**src/rtl/hex_display_scanner.sv**
```systemverilog
// Time-multiplexed driver for a common-anode hex display: captures a word on load,
// swaps it in only at frame boundaries and scans one digit per DIV clocks.
module hex_display_scanner #(
  parameter int NDIG = 8,
  parameter int DIV  = 50000,
  parameter int LZB  = 1
) (
  input  logic                      clk,
  input  logic                      reset,
  input  logic                      load,
  input  logic [4*NDIG-1:0]         value,
  input  logic                      blank,
  output logic [3:0]                nibble,
  output logic [NDIG-1:0]           digit_en,
  output logic                      digit_blank,
  output logic [$clog2(NDIG)-1:0]   digit_idx,
  output logic                      frame
);

  localparam int IW  = $clog2(NDIG);
  localparam int PCW = $clog2(DIV);
  localparam logic [PCW-1:0]  PC_LAST  = PCW'(DIV - 1);
  localparam logic [IW-1:0]   IDX_LAST = IW'(NDIG - 1);
  localparam logic [NDIG-1:0] EN_ONE   = NDIG'(1);

  logic [PCW-1:0]    pc_p0;
  logic [IW-1:0]     idx_p0;
  logic [4*NDIG-1:0] sh_p0;
  logic [4*NDIG-1:0] act_p0;
  logic              pend_p0;
  logic              wrapped_p0;

  logic step;
  logic wrap;
  logic off;

  function automatic logic [3:0] nib_of(input logic [4*NDIG-1:0] a,
                                        input logic [IW-1:0]     i);
    return a[4*i +: 4];
  endfunction

  // A digit is suppressed when it and every more significant digit is zero;
  // digit 0 always stays lit so a zero value still shows "0".
  function automatic logic lead_blank(input logic [4*NDIG-1:0] a,
                                      input logic [IW-1:0]     i);
    logic upper_zero;
    upper_zero = 1'b1;
    for (int k = 0; k < NDIG; k++) begin
      if (k >= int'(i) && a[4*k +: 4] != 4'd0) upper_zero = 1'b0;
    end
    return (LZB != 0) && (i != '0) && upper_zero;
  endfunction

  always_comb begin
    step = (pc_p0 == PC_LAST);
    wrap = step && (idx_p0 == IDX_LAST);
    off  = blank | lead_blank(act_p0, idx_p0);
  end

  // Stage p0: prescaler, digit index and value double-buffering
  always_ff @(posedge clk or negedge reset) begin
    if (!reset) begin
      pc_p0      <= '0;
      idx_p0     <= '0;
      sh_p0      <= '0;
      act_p0     <= '0;
      pend_p0    <= 1'b0;
      wrapped_p0 <= 1'b0;
    end else begin
      pc_p0      <= step ? '0 : pc_p0 + 1'b1;
      wrapped_p0 <= wrap;
      if (step) idx_p0 <= (idx_p0 == IDX_LAST) ? '0 : idx_p0 + 1'b1;
      if (wrap && pend_p0) begin
        act_p0  <= sh_p0;
        pend_p0 <= 1'b0;
      end
      // A load on the wrap edge still hands the old shadow to act and stays pending.
      if (load) begin
        sh_p0   <= value;
        pend_p0 <= 1'b1;
      end
    end
  end

  // Stage p1: registered display outputs
  always_ff @(posedge clk or negedge reset) begin
    if (!reset) begin
      nibble      <= '0;
      digit_en    <= '1;
      digit_blank <= 1'b1;
      digit_idx   <= '0;
      frame       <= 1'b0;
    end else begin
      nibble      <= nib_of(act_p0, idx_p0);
      digit_blank <= off;
      digit_en    <= off ? '1 : ~(EN_ONE << idx_p0);
      digit_idx   <= idx_p0;
      frame       <= wrapped_p0;
    end
  end

endmodule

```
**config.mk**
```make
export PLATFORM = sky130hd
export DESIGN_NAME = hex_display_scanner
export DESIGN_NICKNAME = d
export VERILOG_FILES = /design/src/rtl/hex_display_scanner.sv
export SDC_FILE = /design/constraint.sdc
export NUM_CORES = 1
export LEC_CHECK = 0
export BUFFER_PORTS_ARGS = -buffer_cell sky130_fd_sc_hd__clkbuf_2
export CAP_MARGIN = 20
export CORE_UTILIZATION = 52
export DETAILED_ROUTE_END_ITERATION = 16
export PLACE_DENSITY = 0.73
export RECOVER_POWER = 100
export SKIP_LAST_GASP = 1
export SYNTH_ARGS = -nofsm -noshare
export SYNTH_HDL_FRONTEND = slang
export SYNTH_SLANG_ARGS = --single-unit
```
**constraint.sdc**
```tcl
create_clock -name clk -period 2.3 [get_ports clk]
set_clock_uncertainty 0.2 [all_clocks]
set_input_delay 0.345 -clock clk [delete_from_list [all_inputs] [get_ports clk]]
set_output_delay 0.345 -clock clk [all_outputs]
set_load 0.01 [all_outputs]
```
# Yosys cells after proc, flatten, opt, wreduce, memory -nomap -nowiden
# Index checks and enable logic that the tools add are counted.
[classes]
addsub = 2
order_cmp = 7
n_eq_ne = 2
shifts = 2
n_mux = 13
n_bitwise = 2
reduce_logical = 20
[ops]
columns = ["operator", "n"]
rows = [
  ["$reduce_bool 4->1", 8],
  ["$shiftx 32x6->4", 1],
  ["$add 16x1->16 const B", 1],
  ["$eq 16x16->1 const B", 1],
  ["$mux 16", 1],
  ["$logic_and 1x1->1", 10],
  ["$mux 1", 10],
  ["$ge 3x3->1 const A", 3],
  ["$mux 8", 1],
  ["$not 8->8", 1],
  ["$shl 1x3->8 const A", 1],
  ["$ge 1x3->1 const A", 2],
  ["$ge 2x3->1 const A", 2],
  ["$add 3x1->3 const B", 1],
  ["$eq 3x3->1 const B", 1],
  ["$mux 3", 1],
  ["$reduce_bool 3->1", 1],
  ["$reduce_bool 2->1", 1],
  ["$or 1x1->1", 1],
]
[totals]
ff_bits = 102
elab_cells = 59

# Depth between registers and ports, before layout
# Gate-level depths: netlist (run 1).
[logic_depth]
word_depth = 13
ltp_mapped = 7
depth_no_buf = 6

# Worst setup path before layout (run 1)
# Ideal clock, no wire load.
[synth_path]
kind = "register -> register"
start = "reg pc_p0[4]"
end = "reg act_p0[10]"
setup_ns = 0.125
arrival_time_ns = 2.065
path_slack_ns = -0.090
path_stages_with_launch = 7
n_path_buf = 2
synth_period_minus_slack_ns = 2.390
path_cell_list = "dfrtp_1 -> or4b_4 -> nor4_4 -> and3_1 -> buf_6 -> buf_12 -> mux2_4"
[synth_between]
elab_chain_cells = 3
[synth_rtl]
columns = ["item", "line", "rtl"]
rows = [
  ["start, declared", "26", "logic [PCW-1:0] pc_p0;"],
  ["start signal, assigned", "70", "pc_p0 <= step ? '0 : pc_p0 + 1'b1;"],
  ["$eq 16x16->1", "55", "step = (pc_p0 == PC_LAST);"],
  ["$logic_and 1x1->1", "56", "wrap = step && (idx_p0 == IDX_LAST);"],
  ["$logic_and 1x1->1", "73", "if (wrap && pend_p0) begin"],
  ["end signal, assigned", "74", "act_p0 <= sh_p0;"],
  ["end, declared", "29", "logic [4*NDIG-1:0] act_p0;"],
]
# Every way passes these cells.
# A chain may end at the register's enable or synchronous reset.

# Final worst setup path (run 1)
[layout_path]
start = "reg pc_p0[11]"
end = "reg act_p0[31]"
# Same word-level chain as after synthesis.

==> run summary, run 1 <==
===============================================================================
Worst relative slew slack                                                 45.2%
Net Switching                                                          0.694 mW
Count of flip-flops with a built-in enable after synthesis                    0
Max-slew violations                                                           0
Number of top-level pins                                                     53
Setup repair bufs after CTS                                                   0
Number of levels in the clock H-tree                                          3
Total number of yosys warnings                                                0
Top cell type by total area after synthesis                        sky130_fd_sc_hd__dfrtp_1
Number of cell rows                                                          33
Register Area                                                          2560 µm²
Internal power summed over all cells                                    2.66 mW
Area of combinational cells with multiple inputs                       1740 µm²
Routed WL                                                               7800 µm
DRC violation count after routing                                             0
Slowest stage delay, CP                                                  550 ps
DR vias                                                                    2579
Areal power density over the cells                                   647 nW/µm²
Switching part of the total                                               20.7%
Top library cells by usage in the layout, fill and taps aside      sky130_fd_sc_hd__dfrtp_1 (93), sky130_fd_sc_hd__clkbuf_2 (36), sky130_fd_sc_hd__mux2_2 (34), sky130_fd_sc_hd__mux2_4 (30), sky130_fd_sc_hd__clkbuf_1 (19)
Congestion Overflow GR                                                        0
Via density per instance                                                   5.27
Maximum number of pins on one net before global-route repair                 53
Run status                                                         complete, no violations
DIE WIDTH                                                               94.1 µm
Post-synthesis to final-layout area growth                                17.5%
Final Setup Violations                                                        0
Highest fanout seen on the critical path                                     13
Count of antenna-violating nets left after detailed routing                   0
Met1 wire length                                                        3600 µm
Arrival time of the worst setup path                                    2320 ps
# nets final                                                                422
Kind of path behind the tightest hold check                        input pin to register
Final weighted congestion of routability-driven global placement          0.832
Combined global-route utilization of all metal layers                     19.5%
Area after DPL                                                         4870 µm²
Number of distinct library cells after synthesis                             39
Die height                                                              94.1 µm
Part of the power in the clock network                                    39.2%
PnR worst setup slack                                                   28.5 ps
Total met2 wirelength after detailed routing                            3790 µm
Cts bufs inserted                                                             9
Area of the core                                                       8220 µm²
Wire length of the first global-routing pass                           13000 µm
Biggest area contributors in the synthesized netlist               sky130_fd_sc_hd__dfrtp_1 (53%), sky130_fd_sc_hd__mux2_4 (10%), sky130_fd_sc_hd__mux2_2 (8.7%)
Combined area of all synthesized cells                                 4410 µm²
Max frequency                                                           440 MHz
Leading register cell type out of synthesis                        sky130_fd_sc_hd__dfrtp_1
Wirelength per Cell                                                     15.9 µm
Sequential area share after synthesis                                     58.1%
Share of power burned in registers                                        56.1%
Yosys reg bits                                                              102
Mapped Nets                                                                 344
RSZ-0062 raised after global routing                                       true
Class of the most critical setup path                              register to register
DRC violation total after the first TritonRoute iteration                    92
Highest routing layer actually used                                        met4
Critical path required time                                             2350 ps
Gate count after technology mapping                                         301
Slew at the pin with the worst max-slew slack                            822 ps
Worst-path clk slew                                                       90 ps
Final worst path period need                                            2270 ps
Combinational power share                                                  4.6%
Worst hold slack after final layout                                     9.83 ps
Count of port buffers added during placement                                 52
CTS tree                                                                  built
Maximum Capacitance Violations                                                0
Starting density of the core                                              53.7%
Met3 Wirelength                                                          318 µm
Clock latency on the worst-skew pair                                     360 ps
Final worst-path cycle share                                              98.8%
Cell with the largest stage delay on the worst path                sky130_fd_sc_hd__or4bb_4
Number of clock sinks seen by CTS                                           102
Commonest non-fill, non-tap cell in the layout                     sky130_fd_sc_hd__dfrtp_1
Share of layout cells above drive strength 1                              40.4%
Post-synthesis async set-or-reset flop share                               100%
Total Die Area                                                         8860 µm²
N_diodes                                                                      0
Fillers                                                                     651
Nature of the critical path startpoint                                 register
Dpl hpwl                                                                5590 µm
Clock tree root buffer cell                                        sky130_fd_sc_hd__clkbuf_8
CP Cell Sequence                                                   or4bb_4, nor4_4, and3_4, buf_12, mux2_2
Antenna violations before repair                                              0
Crit end category                                                      register
Maximum root-to-sink buffer count                                             2
Final Hold Violating Endpoints                                                0
Avg Cell Area, Syn                                                     14.7 µm²
Slack of the worst reg-to-reg path                                        30 ps
Worst-case setup slack after placement                                 -1.01 ps
Area share of the leading cell type in the synthesized netlist            52.7%
Number of global-route vias before repair                                  2602
P_leak                                                                  2.38 nW
Final cell area excluding filler cells                                 5190 µm²
Maximum VDD drop                                                       0.521 mV
DRT Pass-1 Iters                                                              4
Power consumption                                                       3.36 mW
===============================================================================
==> layout make-up <==
class,instances,share of cell area [%]
clock buffer,9,2.39
inverter,7,0.507
multi-input combinational,180,33.5
sequential,102,49.4
timing repair buffer,79,9.36
tap,105,2.53
clock inverter,7,2.27
==> path summary, 6_finish.rpt <==
kind                                       from                endpoint  cells after the start
setup reg to reg            pc_p0[11]$_DFF_PN0_  act_p0[31]$_DFFE_PN0P_                      5
min in group asynchronous                 reset         frame$_DFF_PN0_                      2
hold / removal                        value[20]   sh_p0[20]$_DFFE_PN0P_                      2
hold reg to reg            wrapped_p0$_DFF_PN0_         frame$_DFF_PN0_                      0
max in group asynchronous                 reset  act_p0[16]$_DFFE_PN0P_                      3
setup / recovery            pc_p0[11]$_DFF_PN0_  act_p0[31]$_DFFE_PN0P_                      5
==> worst max-delay path, delay by kind of cell, from the launching register on <==
kind | cells | cell delay, ps
buf+inv | 1 | 170
mux | 1 | 340
flops | 1 | 390
simple gates | 3 | 1060
==> Yosys cell counts, drive strengths merged (2+ instances only) <==
master,number
mux2,64
clkbuf,7
nor2,16
nand4,5
or4,3
o211ai,7
xnor2,7
dfrtp,93
nor4,7
buf,5
nand3,5
a21oi,2
o21ai,6
xor2,7
dfstp,9
nor2b,2
inv,6
nor3,3
nand2,18
mux4,8
ha,7
==> registers in the layout (all words and copies together), names as in the netlist <==
| name | flops |
|---|---|
| act_p0 | 32 |
| idx_p0 | 3 |
| digit_blank | 1 |
| digit_idx | 3 |
| wrapped_p0 | 1 |
| digit_en | 8 |
| frame | 1 |
| sh_p0 | 32 |
| pc_p0 | 16 |
| nibble | 4 |
| pend_p0 | 1 |
==> metal layers <==
metal  up-vias  track usage (%)
li1       1231                -
met1      1282             26.0
met2        58             31.6
met3         8             4.94
met4         0             5.13
met5         -                0
==> power by group through the flow <==
stage / logic (mW) / clock network, mW / registers (mW)
detailed placement: 0.154 / 0 / 1.92
global route: 0.175 / 1.42 / 1.89
CTS: 0.158 / 1.34 / 1.89
finish: 0.155 / 1.32 / 1.88
floorplan: 0.0729 / 0 / 1.91
global placement: 0.147 / 0 / 1.92
==> per-stage QoR <==
stage	std cells	TNS (ps)	util, %
after floorplan	301	-2150	-
after global placement	464	0	59.2
after detailed placement	464	-1.01	59.2
after CTS	483	-20.9	62.5
after global routing	489	-58.0	63.1
final	489	0	63.1
==> cell families (layout without fill, tap and decap cells) <==
family / Yosys count / count (layout) / share of synthesized area (%)
AND/OR/NAND/NOR: 67 / 67 / 8.25
adder cells (fa/ha/maj): 7 / 7 / 1.98
AO/OA/AOI/OAI: 20 / 20 / 3.03
flip-flops: 102 / 102 / 58.1
buffers and inverters: 19 / 102 / 2.89
XOR/XNOR: 14 / 14 / 2.78
multiplexers: 72 / 72 / 23.0
==> repair_timing <==
action | CTS | global route
pin swaps | 0 | 1
gates resized for setup | 0 | 4
gates cloned | 0 | 1
hold buffers | 3 | 5
endpoints found under the hold margin | 22 | 5
endpoints found under the setup margin | 1 | 35
(Power assumes the default switching activity.)
==> inputs of run 2 (changes only) <==
--- a/config.mk
+++ b/config.mk
@@ -7,9 +7,10 @@
 export LEC_CHECK = 0
 export BUFFER_PORTS_ARGS = -buffer_cell sky130_fd_sc_hd__clkbuf_2
 export CAP_MARGIN = 20
-export CORE_UTILIZATION = 52
+export CORE_ASPECT_RATIO = 0.6
+export CORE_UTILIZATION = 58
 export DETAILED_ROUTE_END_ITERATION = 16
-export PLACE_DENSITY = 0.73
+export PLACE_DENSITY = 0.78
 export RECOVER_POWER = 100
 export SKIP_LAST_GASP = 1
 export SYNTH_ARGS = -nofsm -noshare
==> constraint.sdc (replaced) <==
create_clock -name clk -period 2.2 [get_ports clk]
set_clock_uncertainty 0.2 [all_clocks]
set_input_delay 0.33 -clock clk [delete_from_list [all_inputs] [get_ports clk]]
set_output_delay 0.33 -clock clk [all_outputs]
set_load 0.01 [all_outputs]
==> run 2 against run 1 <==
  * The run now ends with setup timing left
  * Sequential power is 5% higher
  * Die area down 10%
  * Clock power up 17%
  * Via count up 6.9%
  * Sequential share of layout area down 1.8 points
  * Fmax shrank 0.77%
  * Wire length increased by 8.5%
  * Highest routed layer unchanged
==> run summary, run 2 (synthesized netlist as in run 1, its figures left out) <==
===============================================================================
Number of levels in the clock H-tree                                          3   unchanged
Slowest stage delay, CP                                                  550 ps   about the same
Post-synthesis to final-layout area growth                                21.9%
Max-slew violations                                                           0   unchanged
Slack of the worst reg-to-reg path                                       -90 ps   -120 ps
DR vias                                                                    2756   +6.9%
Net Switching                                                          0.758 mW   +9.1%
Buffers plus inverters on the worst setup path                                1   unchanged
Number of cell rows                                                          24   -27%
Antenna violations before repair                                              0   unchanged
CTS tree                                                                  built
DRC violation total after the first TritonRoute iteration                   158   +72%
Final weighted congestion of routability-driven global placement          0.832   about the same
Via density per instance                                                   5.48   +3.9%
Startpoint of the lowest-slack hold path                               value[7]
Area of the core                                                       7300 µm²   -11%
Internal power summed over all cells                                    2.92 mW   +9.7%
Maximum root-to-sink buffer count                                             2   unchanged
Worst hold slack after final layout                                     12.2 ps   +2.35 ps
Fillers                                                                     472   -27%
DRC violation count after routing                                             0   unchanged
Number of clock sinks seen by CTS                                           102   unchanged
Cts bufs inserted                                                             9   unchanged
Clock latency on the worst-skew pair                                     350 ps   about the same
RSZ-0062 raised after global routing                                       true
Clock tree root buffer cell                                        sky130_fd_sc_hd__clkbuf_16
Cell family with the largest share of critical-path delay          simple AND/OR/NAND/NOR gates
Power consumption                                                       3.68 mW   +9.6%
Dpl hpwl                                                                5960 µm   +6.6%
Nature of the critical path startpoint                                 register
DRT Pass-1 Iters                                                              5   +1
Class of the most critical setup path                              register to register
Worst Hold Path Cells                                                         2   unchanged
Hold Path Sink                                                     sh_p0[7]$_DFFE_PN0P_
PnR worst setup slack                                                  -89.3 ps   -118 ps
Final Hold Violating Endpoints                                                0   unchanged
Kind of path behind the tightest hold check                        input pin to register
Number of global-route vias before repair                                  2839   +9.1%
Crit end category                                                      register
Starting density of the core                                              60.5%   +6.8 points
Switching part of the total                                               20.6%   -0.090 points
Largest regs                                                       act_p0 x32, sh_p0 x32, pc_p0 x16
N_diodes                                                                      0   unchanged
Commonest non-fill, non-tap cell in the layout                     sky130_fd_sc_hd__dfrtp_1
CP Cell Sequence                                                   or4b_4, nor4_4, and3_4, buf_6, mux2_4
Critical path depth                                                           5   unchanged
R2R Path End                                                       act_p0[29]$_DFFE_PN0P_
Count of antenna-violating nets left after detailed routing                   0   unchanged
Final Setup Violations                                                       32   +32
Final worst path period need                                            2290 ps   +17.7 ps
Critical path required time                                             2230 ps   -120 ps
Die height                                                              69.6 µm   -26%
Top library cells by usage in the layout, fill and taps aside      sky130_fd_sc_hd__dfrtp_1 (93), sky130_fd_sc_hd__clkbuf_2 (37), sky130_fd_sc_hd__mux2_2 (32), sky130_fd_sc_hd__mux2_4 (32), sky130_fd_sc_hd__clkbuf_1 (20)
Combined global-route utilization of all metal layers                     25.0%   +5.5 points
Count of port buffers added during placement                                 52   unchanged
Arrival time of the worst setup path                                    2320 ps   about the same
Cell with the largest stage delay on the worst path                sky130_fd_sc_hd__or4b_4
Final worst-path cycle share                                               104%   +5.3 points
Number of top-level pins                                                     53   unchanged
Congestion Overflow GR                                                        0   unchanged
Wirelength per Cell                                                     16.8 µm   +5.5%
Maximum VDD drop                                                       0.658 mV   +26%
Share of layout cells above drive strength 1                              41.4%   +0.99 points
Highest fanout seen on the critical path                                      6   -7
DIE WIDTH                                                                115 µm   +22%
Maximum number of pins on one net before global-route repair                 46   -13%
Number of cells traversed by the worst register-to-register path              5   unchanged
P_leak                                                                  2.47 nW   +4.0%
Part of the power in the clock network                                    41.7%   +2.5 points
Combinational power share                                                  4.6%   about the same
Worst relative slew slack                                                 32.9%   -12 points
Share of power burned in registers                                        53.7%   -2.4 points
Slew at the pin with the worst max-slew slack                           1010 ps   +185 ps
Areal power density over the cells                                   684 nW/µm²   +5.6%
Total Die Area                                                         7970 µm²   -10%
Area after DPL                                                         4930 µm²   +1.2%
Wire length of the first global-routing pass                           14500 µm   +12%
Run status                                                         complete, but fails checks
Final cell area excluding filler cells                                 5380 µm²   +3.8%
Failing checks                                                     setup timing
Max frequency                                                           437 MHz   -0.77%
Routed WL                                                               8460 µm   +8.5%
# nets final                                                                437   +3.6%
Worst-case setup slack after placement                                  -121 ps   -120 ps
Worst r2r src                                                      pc_p0[7]$_DFF_PN0_
Worst-path clk slew                                                       60 ps   -30 ps
Maximum Capacitance Violations                                                0   unchanged
===============================================================================
==> run 2: changes by cell type in the layout (fill, tap and decap cells not counted), moves of 3 or more <==
cell | before | now
sky130_fd_sc_hd__clkbuf_16 | 1 | 9
sky130_fd_sc_hd__clkbuf_8 | 9 | 4
sky130_fd_sc_hd__buf_4 | 12 | 19
sky130_fd_sc_hd__dlygate4sd3_1 | 8 | 11
sky130_fd_sc_hd__bufinv_16 | 3 | 0
==> run 2: worst max-delay path by stage <==
| stage | slack [ps] | start | end |
|---|---|---|---|
| after CTS | -100 | pc_p0[7]$_DFF_PN0_ | act_p0[2]$_DFFE_PN0P_ |
| after floorplan | -170 | pc_p0[11]$_DFF_PN0_ | act_p0[10]$_DFFE_PN0P_ |
| after global placement | -90 | pc_p0[11]$_DFF_PN0_ | act_p0[31]$_DFFE_PN0P_ |
| final | -90 | pc_p0[7]$_DFF_PN0_ | act_p0[29]$_DFFE_PN0P_ |
| after detailed placement | -120 | pc_p0[11]$_DFF_PN0_ | act_p0[31]$_DFFE_PN0P_ |
| after global routing | -130 | pc_p0[7]$_DFF_PN0_ | act_p0[29]$_DFFE_PN0P_ |
==> run 2: what timing repair did <==
item,in CTS,in global routing
hold endpoints to repair,42,0
endpoints found under the setup margin,32,41
pin swaps,3,0
gates resized for setup,7,2
hold buffers,11,0
cloned,1,0
buffers inserted,2,2
==> run 2: stage by stage <==
step | util, % | instances | setup TNS (ps)
2_1_floorplan | - | 301 | -5290
3_3_place_gp | 67.5 | 471 | -1860
3_5_place_dp | 67.5 | 471 | -2720
4_1_cts | 74.0 | 501 | -2360
5_1_grt | 73.7 | 503 | -3880
6_report | 73.7 | 503 | -2300
==> run 2: final cells by class <==
| type | count | area, µm² | area share (%) |
|---|---|---|---|
| sequential | 102 | 2560 | 47.6 |
| multi-input combinational | 180 | 1740 | 32.4 |
| timing repair buffer | 94 | 621 | 11.5 |
| clock buffer | 14 | 284 | 5.28 |
| tap | 104 | 130 | 2.42 |
| inverter | 7 | 26.3 | 0.488 |
| clock inverter | 2 | 15.0 | 0.279 |
==> run 2: power by group through the flow <==
stage	Sequential, mW	Combinational [mW]	Clock, mW
finish	1.98	0.169	1.54
global route	1.98	0.191	1.65
CTS	1.98	0.177	1.58
detailed placement	2.01	0.161	0
global placement	2.01	0.154	0
floorplan	1.99	0.0762	0
==> run 2: routing by layer <==
layer  global-route usage, %  share of wire [%]  vias to the layer above
li1                        -                  -                     1267
met1                    36.6                 49                     1370
met2                    34.4                 43                      103
met3                    8.57                6.4                       16
met4                    9.52                1.8                        0
met5                       0                  0                        -
